## config.mk

```make
export PLATFORM = sky130hd
export DESIGN_NAME = rsrx_01a
export DESIGN_NICKNAME = d
export VERILOG_FILES = /design/src/rtl/rsrx_01a.sv
export SDC_FILE = /design/constraint.sdc
export NUM_CORES = 1
export LEC_CHECK = 0
export ABC_CLOCK_PERIOD_IN_PS = 4300
export CORE_MARGIN = 4
export CORE_UTILIZATION = 30
export CTS_BUF_LIST = sky130_fd_sc_hd__clkbuf_2 sky130_fd_sc_hd__clkbuf_4 sky130_fd_sc_hd__clkbuf_8
export DETAILED_ROUTE_END_ITERATION = 8
export PLACE_DENSITY_LB_ADDON = 0.3
export SLEW_MARGIN = 40
export SYNTH_ARGS = -nofsm -noshare
export SYNTH_HDL_FRONTEND = slang
export SYNTH_SLANG_ARGS = --single-unit
```

## constraint.sdc

```tcl
create_clock -name F25Clk -period 4.3 [get_ports F25Clk]
set_input_delay 0.86 -clock F25Clk [delete_from_list [all_inputs] [get_ports F25Clk]]
set_output_delay 0.86 -clock F25Clk [all_outputs]
set_load 0.01 [all_outputs]
```

## src/rtl/rsrx_01a.sv

```systemverilog
// rtl/rsrx_01a.sv - UART 8N1 receive deframer with byte buffer, overrun and frame-error flags.
// Optional macro RSRX_MAJORITY_EN: each bit decision is a 3-sample majority vote.
module rsrx_01a #(
    parameter int unsigned P_CLK_PER_BIT = 217
) (
    input  logic       F25Clk,
    input  logic       reset_n,
    input  logic       rxSerialData,
    input  logic       rxRead,
    output logic [7:0] rxParallelData,
    output logic       rxValid,
    output logic       rxFull,
    output logic       rxFrameErr,
    output logic       rxOverrun,
    output logic       rxBusy
);

    typedef enum logic [1:0] {
        S_IDLE  = 2'd0,
        S_START = 2'd1,
        S_DATA  = 2'd2,
        S_STOP  = 2'd3
    } state_t;

    localparam logic [15:0] HALF_LOAD = 16'(P_CLK_PER_BIT / 2);
`ifdef RSRX_MAJORITY_EN
    // The decision lands one cycle after expiry, so reload one less to keep the bit pitch.
    localparam logic [15:0] FULL_LOAD = 16'(P_CLK_PER_BIT - 2);
`else
    localparam logic [15:0] FULL_LOAD = 16'(P_CLK_PER_BIT - 1);
`endif

    state_t      state_q, state_d;
    logic [15:0] timer_q, timer_d;
    logic [2:0]  bit_cnt_q, bit_cnt_d;
    logic [7:0]  shift_q, shift_d;
    logic        sync1_q, sync2_q, prev_q;
    logic [7:0]  data_q, data_d;
    logic        valid_q, valid_d;
    logic        full_q, full_d;
    logic        ferr_q, ferr_d;
    logic        ovr_q, ovr_d;
    logic        busy_q, busy_d;

    logic        fall;
    logic        tick;
    logic        sample;
    logic        good_stop;

`ifdef RSRX_MAJORITY_EN
    logic        pend_q, pend_d;
    logic        s_t1_q, s_t1_d;
    logic        s_t0_q, s_t0_d;
`endif

    always_comb begin
        fall = prev_q & ~sync2_q;
`ifdef RSRX_MAJORITY_EN
        pend_d = (state_q != S_IDLE) && (timer_q == 16'd0) && !pend_q;
        s_t1_d = (timer_q == 16'd1) ? sync2_q : s_t1_q;
        s_t0_d = ((timer_q == 16'd0) && !pend_q) ? sync2_q : s_t0_q;
        tick   = pend_q;
        sample = (s_t1_q & s_t0_q) | (s_t1_q & sync2_q) | (s_t0_q & sync2_q);
`else
        tick   = (state_q != S_IDLE) && (timer_q == 16'd0);
        sample = sync2_q;
`endif

        state_d   = state_q;
        timer_d   = (timer_q != 16'd0) ? timer_q - 16'd1 : timer_q;
        bit_cnt_d = bit_cnt_q;
        shift_d   = shift_q;
        good_stop = 1'b0;
        ferr_d    = 1'b0;

        case (state_q)
            S_IDLE: begin
                if (fall) begin
                    timer_d = HALF_LOAD;
                    state_d = S_START;
                end
            end
            S_START: begin
                if (tick) begin
                    if (sample) begin
                        state_d = S_IDLE;
                    end else begin
                        timer_d   = FULL_LOAD;
                        bit_cnt_d = 3'd0;
                        state_d   = S_DATA;
                    end
                end
            end
            S_DATA: begin
                if (tick) begin
                    shift_d   = {sample, shift_q[7:1]};
                    timer_d   = FULL_LOAD;
                    bit_cnt_d = bit_cnt_q + 3'd1;
                    if (bit_cnt_q == 3'd7) begin
                        state_d = S_STOP;
                    end
                end
            end
            S_STOP: begin
                if (tick) begin
                    state_d   = S_IDLE;
                    good_stop = sample;
                    ferr_d    = ~sample;
                end
            end
            default: state_d = S_IDLE;
        endcase

        valid_d = good_stop;
        data_d  = good_stop ? shift_q : data_q;
        full_d  = full_q;
        ovr_d   = ovr_q;
        if (rxRead && full_q) begin
            full_d = 1'b0;
            ovr_d  = 1'b0;
        end
        // A read landing with a new byte consumes the old one: no overrun, buffer stays full.
        if (good_stop) begin
            full_d = 1'b1;
            ovr_d  = (full_q && !rxRead) ? 1'b1 : ovr_q;
        end
        busy_d = (state_d != S_IDLE);
    end

    always_ff @(posedge F25Clk or negedge reset_n) begin
        if (!reset_n) begin
            state_q   <= S_IDLE;
            timer_q   <= 16'd0;
            bit_cnt_q <= 3'd0;
            shift_q   <= 8'h00;
            sync1_q   <= 1'b1;
            sync2_q   <= 1'b1;
            prev_q    <= 1'b1;
            data_q    <= 8'h00;
            valid_q   <= 1'b0;
            full_q    <= 1'b0;
            ferr_q    <= 1'b0;
            ovr_q     <= 1'b0;
            busy_q    <= 1'b0;
`ifdef RSRX_MAJORITY_EN
            pend_q    <= 1'b0;
            s_t1_q    <= 1'b1;
            s_t0_q    <= 1'b1;
`endif
        end else begin
            state_q   <= state_d;
            timer_q   <= timer_d;
            bit_cnt_q <= bit_cnt_d;
            shift_q   <= shift_d;
            sync1_q   <= rxSerialData;
            sync2_q   <= sync1_q;
            prev_q    <= sync2_q;
            data_q    <= data_d;
            valid_q   <= valid_d;
            full_q    <= full_d;
            ferr_q    <= ferr_d;
            ovr_q     <= ovr_d;
            busy_q    <= busy_d;
`ifdef RSRX_MAJORITY_EN
            pend_q    <= pend_d;
            s_t1_q    <= s_t1_d;
            s_t0_q    <= s_t0_d;
`endif
        end
    end

    assign rxParallelData = data_q;
    assign rxValid        = valid_q;
    assign rxFull         = full_q;
    assign rxFrameErr     = ferr_q;
    assign rxOverrun      = ovr_q;
    assign rxBusy         = busy_q;

endmodule

```

After elaboration in Yosys (flattened, before gate mapping)
Cells that the tools add are included.
{"block": "word_totals", "regBits": 45, "wordCells": 64}
{"block": "classes", "add_sub_neg": 2, "n_eq_ne": 8, "n_mux": 25, "bitwise_logic": 2, "reduce_logical": 14}
{"cell": "16-bit two-way mux", "n": 5}
{"cell": "16-bit one-hot mux with 3 select lines", "n": 1}
{"cell": "16-bit logical NOT", "n": 1}
{"cell": "16-bit nonzero test", "n": 1}
{"cell": "16-bit by 1-bit subtractor with 16-bit output, second input constant", "n": 1}
{"cell": "2-bit two-way mux", "n": 6}
{"cell": "3-bit two-way mux", "n": 3}
{"cell": "1-bit two-way mux", "n": 8}
{"cell": "2-bit one-hot mux with 4 select lines", "n": 1}
{"cell": "2-bit nonzero test", "n": 4}
{"cell": "2-bit inequality test, second input constant", "n": 3}
{"cell": "3-bit one-hot mux with 2 select lines", "n": 1}
{"cell": "2-bit equality test, second input constant", "n": 2}
{"cell": "2-bit AND reduction", "n": 2}
{"cell": "4-bit AND reduction", "n": 1}
{"cell": "3-bit by 1-bit adder with 3-bit output, second input constant", "n": 1}
{"cell": "3-bit equality test, second input constant", "n": 1}
{"cell": "1-bit logical AND", "n": 3}
{"cell": "2-bit by 1-bit equality test with 1-bit output, second input constant", "n": 1}
{"cell": "2-bit logical NOT", "n": 1}
{"cell": "2-bit by 1-bit inequality test with 1-bit output, second input constant", "n": 1}
{"cell": "1-bit AND", "n": 1}
{"cell": "1-bit logical NOT", "n": 1}
{"cell": "1-bit inverter", "n": 1}

Depth between registers and ports, before layout
{"block": "logic_depth", "depth_word": 6, "depth_mapped": 8, "depth_no_buf": 7}

Worst setup path before layout
Ideal clock, no wire load.
{"block": "synth_path", "kind": "register to register", "startpoint": "register timer_q[0]", "endpoint": "register data_q[0] (netlist: rxParallelData[0])", "setup_time_ps": 125, "arrival_ps": 1896, "required_time_ps": 4175, "setup_slack_ps": 2279, "stages_incl_launch_ff": 8, "n_path_buf": 1, "synth_period_minus_slack_ps": 2021, "cell_sequence": "dfrtp_1 -> inv_1 -> ha_1 -> nor3b_1 -> nand4_2 -> nor3_2 -> buf_4 -> mux2_2"}
{"block": "synth_via", "elab_chain_len": 4}
{"element": "start, declared", "line_no": "34", "rtl": "logic [15:0] timer_q, timer_d;"}
{"element": "start signal, assigned", "line_no": "152", "rtl": "timer_q <= timer_d;"}
{"element": "16-bit logical NOT", "line_no": "65", "rtl": "tick = (state_q != S_IDLE) && (timer_q == 16'd0);"}
{"element": "1-bit logical AND", "line_no": "65"}
{"element": "1-bit two-way mux", "line_no": "105", "rtl": "if (tick) begin"}
{"element": "1-bit two-way mux", "line_no": "76", "rtl": "case (state_q)"}
{"element": "end signal, assigned", "line_no": "158", "rtl": "data_q <= data_d;"}
{"element": "end, declared", "line_no": "38", "rtl": "logic [7:0] data_q, data_d;"}
Every way passes these cells.
A chain may end at the register's enable or synchronous reset.

Worst setup path after layout
{"block": "layout_path", "startpoint": "register timer_q[1]", "endpoint": "register data_q[6] (netlist: rxParallelData[6])"}
Same word-level chain as after synthesis.

==> metrics list <==
- At the pin with the least slew margin, the transition time is 731 ps.
* PostCTS Resize Cnt: 0
- The initial utilization of the core area, before any placement, comes to approximately 31%.
* Distinct cell type count after synthesis: 44
* Post-Place Setup Slack: between 1500 and 2000 ps
* Hpwl dp: between 2 and 2.5 mm
- The min-delay analysis places its worst path in the category register to register.
- Largest area contributor in the synthesized netlist: sky130_fd_sc_hd__dfrtp_1
* Clock period minus worst slack: 2410 ps
* Setup Total Neg Slack: 0 ps
- Max-slew headroom: between 50 and 60%
- Count of cells along the worst hold path: 0
- The die is between 80 and 90 um wide.
- Sum of buffers and inverters on the critical path: 1
* Remaining antenna violation count after routing: 0
* Final hold vios: 0
- # Max-Cap Violations: 0
- The worst hold path terminates at sample$_DFF_PN1_.
- The setup check on the worst reg-to-reg path leaves a slack of around 1900 ps.
- Critical path endpoint category: register
- The critical path in this run is classified as register to register.
* Final estimated routing congestion in global placement: slightly above 0.7
- Setup repair after global routing left no endpoint under its margin.
- Core Util, Final: a little under two fifths
- Global routing consumed, over all layers together, around a tenth of the routing resources.
- In this run the static leakage power is about 0.0011 uW.
- Area of the die: around 8100 sq um
- Synthesis warning total: 0
* Sum of overflow across all layers after global routing: 0
* Maximum operating frequency: between 400 and 500 MHz
- Post-synth design cell area: 2000 sq um
- Buffer levels on the longest clock path: 2
- The H-tree generated during clock tree synthesis spans 2 levels.
- Final worst path period share: 56.0%
* NumNets Final: between 150 and 200
* Dominant cells by area after synthesis: sky130_fd_sc_hd__dfrtp_1 (52%), sky130_fd_sc_hd__mux2_2 (9.6%), sky130_fd_sc_hd__dfstp_2 (3.9%), sky130_fd_sc_hd__nor2_1 (3.0%), sky130_fd_sc_hd__xnor2_1 (2.6%)
- The tree is rooted in a sky130_fd_sc_hd__clkbuf_8.
* Pre-antenna DRT Iters: 4
* Global-route wire length before repair: around 6.3 mm
* PD cells: between 400 and 500 nW/um^2
* Via count: roughly 1,300
- Largest net degree at the start of global routing: between 40 and 50
- Skew final: approximately 8.3 ps
* TritonCTS clock tree: done
- Cells with a size suffix above 1 make up approximately a quarter of the layout.
* VDD IR max: between 0.1 and 0.15 mV
- Share of the synthesized area in the top cell type: a little over half
* Number of buffers added to fix hold violations after cts: 0
- Post-CTS timing repair inserted 0 buffers for setup.
- Routed WL: 3.51 mm
* Proportion of synthesized chip area in sequential cells: between 50% and 60%
- Summing all non-filler instances in the final layout gives an area of 2360 sq um.
- The floorplan has 29 rows.
* Count of buffers inserted at the top-level ports: 16
- The final count of pins violating max slew is 0.
* Delay of the slowest cell on the worst path: around 510 ps
- Run status: finished, final reports clean
* WP data arrival: around 2600 ps
- STA puts the critical path data required time at 4480 ps.
- Number of buffers created by CTS: 5
* Standard cell core area: approximately 6400 sq um
* Clock sink count: 45
* Cell depth of the worst flop-to-flop path: 6
- DRC viols: 0
* Overall die height: ~90 um
* Startpoint types: register
- From synthesis to final layout, the design area changed by 17.7%.
* Synthesized Nets: around 170
- Number of synthesized register bits: 45
- Number of enable-type register cells in the synthesized netlist: 0
* Number of global-route vias before repair: ~1,300
- In the synthesized netlist, the number of instances is roughly 170.
- In this run the most critical hold path is launched from sync1_q$_DFF_PN1_.
* Diode count: 0
- Reg2reg end: rxParallelData[6]$_DFFE_PN0P_
- Worst path slowest cell: sky130_fd_sc_hd__nor3_4
- Average detailed-routed wire length per instance: roughly 13 um
* Maximum fanout along the worst path: 11
- The later pin in the worst-skew pair is clocked with a latency of between 200 and 300 ps.
- I/O pin total: 17
- The most used flip-flop cell after synthesis is sky130_fd_sc_hd__dfrtp_1.
- In this run the critical register-to-register path is launched from timer_q[1]$_DFF_PN0_.
* Category of cells accounting for the largest share of critical-path delay: simple AND/OR/NAND/NOR gates
* Number of antenna violations at the first check in global routing: 0
* Per-cell via count in the routed design: about 4.9
- Post-place instance area: 2260 sq um
- A synthesized cell averages 12.0 sq um.
* Number of violations reported at the end of detailed-routing iteration 0: 65
- After clock tree synthesis, the clock-pin slew on the worst setup and hold paths is ~80 ps.
* Smallest setup slack after layout: roughly 1900 ps
- Most common cell after layout, fill and taps aside: sky130_fd_sc_hd__dfrtp_1
- Setup violations remaining at the end of the flow were counted as 0.
- Commonest non-fill, non-tap cells in the layout: sky130_fd_sc_hd__dfrtp_1 (42), sky130_fd_sc_hd__mux2_2 (17), sky130_fd_sc_hd__nor2_1 (16)
- Share of flip-flops with an asynchronous set or reset: 100%
* Sequence of cells on the critical path: inv_1, ha_1, nor3b_1, nand4_2, nor3_4, mux2_2
-- layer usage --
| metal | track usage [%] | up-vias | share of wire (%) |
|---|---|---|---|
| met3 | 2.25 | 4 | 1.7 |
| met1 | 12.6 | 643 | 50 |
| li1 | - | 634 | - |
| met4 | 4.60 | 0 | 1.6 |
| met5 | 0 | - | 0 |
| met2 | 14.7 | 12 | 47 |
-- logic make-up after synthesis --
logic type / after synthesis / share of synthesized area (%)
muxes: 18 / 10.3
and+or+nand+nor: 67 / 20.2
xor gates and xnor gates: 8 / 3.50
adders and majority gates: 3 / 1.87
DFF: 45 / 56.4
AOI/OAI and AO/OA: 21 / 6.56
buffers and inverters: 5 / 1.19
-- flip-flops by register name, summed over array words and instances (netlist names) --
signal,count
timer_q,16
rxParallelData,8
shift_q,8
bit_cnt_q,3
state_q,2
prev_q,1
rxBusy,1
rxFrameErr,1
rxFull,1
rxOverrun,1
rxValid,1
sample,1
sync1_q,1
-- power by group --
part	switching [uW]	total, uW	internal [uW]	leakage (uW)
Combinational	170	299	129	0.000429
Clock	136	255	119	0.0000484
Sequential	87.7	581	493	0.000590
Total	394	1140	741	0.00107
-- worst max-delay path by stage --
stage          depth (start not counted)                 start                             to  slack, ps
2_1_floorplan                          7  timer_q[0]$_DFF_PN0_  rxParallelData[0]$_DFFE_PN0P_       2280
3_3_place_gp                           6  timer_q[0]$_DFF_PN0_  rxParallelData[5]$_DFFE_PN0P_       1790
3_5_place_dp                           6  timer_q[0]$_DFF_PN0_  rxParallelData[4]$_DFFE_PN0P_       1730
4_1_cts                                6  timer_q[0]$_DFF_PN0_  rxParallelData[6]$_DFFE_PN0P_       1690
5_1_grt                                6  timer_q[0]$_DFF_PN0_  rxParallelData[5]$_DFFE_PN0P_       1700
6_report                               6  timer_q[1]$_DFF_PN0_  rxParallelData[6]$_DFFE_PN0P_       1890
-- Yosys cell counts (2+ instances only) --
master,instances
sky130_fd_sc_hd__nand2_1,11
sky130_fd_sc_hd__dfstp_2,3
sky130_fd_sc_hd__nor2_1,16
sky130_fd_sc_hd__nor4_1,4
sky130_fd_sc_hd__o31ai_1,2
sky130_fd_sc_hd__xor2_1,2
sky130_fd_sc_hd__nor3b_1,2
sky130_fd_sc_hd__inv_1,3
sky130_fd_sc_hd__nand3_1,7
sky130_fd_sc_hd__a21oi_1,6
sky130_fd_sc_hd__nand2b_1,2
sky130_fd_sc_hd__ha_1,3
sky130_fd_sc_hd__xnor2_1,6
sky130_fd_sc_hd__mux2_2,17
sky130_fd_sc_hd__or3_1,2
sky130_fd_sc_hd__dfrtp_1,42
sky130_fd_sc_hd__nor3_1,6
sky130_fd_sc_hd__o21ai_0,6
sky130_fd_sc_hd__a22o_1,2
-- stage by stage --
step / power, uW / hold slack [ps] / std cells
6_report: 1140 / 358 / 266
5_1_grt: 1220 / 366 / 266
4_1_cts: 1140 / 361 / 266
3_5_place_dp: 881 / 349 / 258
3_3_place_gp: 874 / 346 / 258
2_1_floorplan: 799 / 345 / 167
-- layout make-up --
class	instances	area (sq um)
clock buffer	6	76.3
tap	77	96.3
clock inverter	2	10.0
sequential	45	1130
multi-input combinational	117	877
inverter	3	11.3
timing repair buffer	16	158
fill	643	4060
Power figures use the tool's default switching activity.
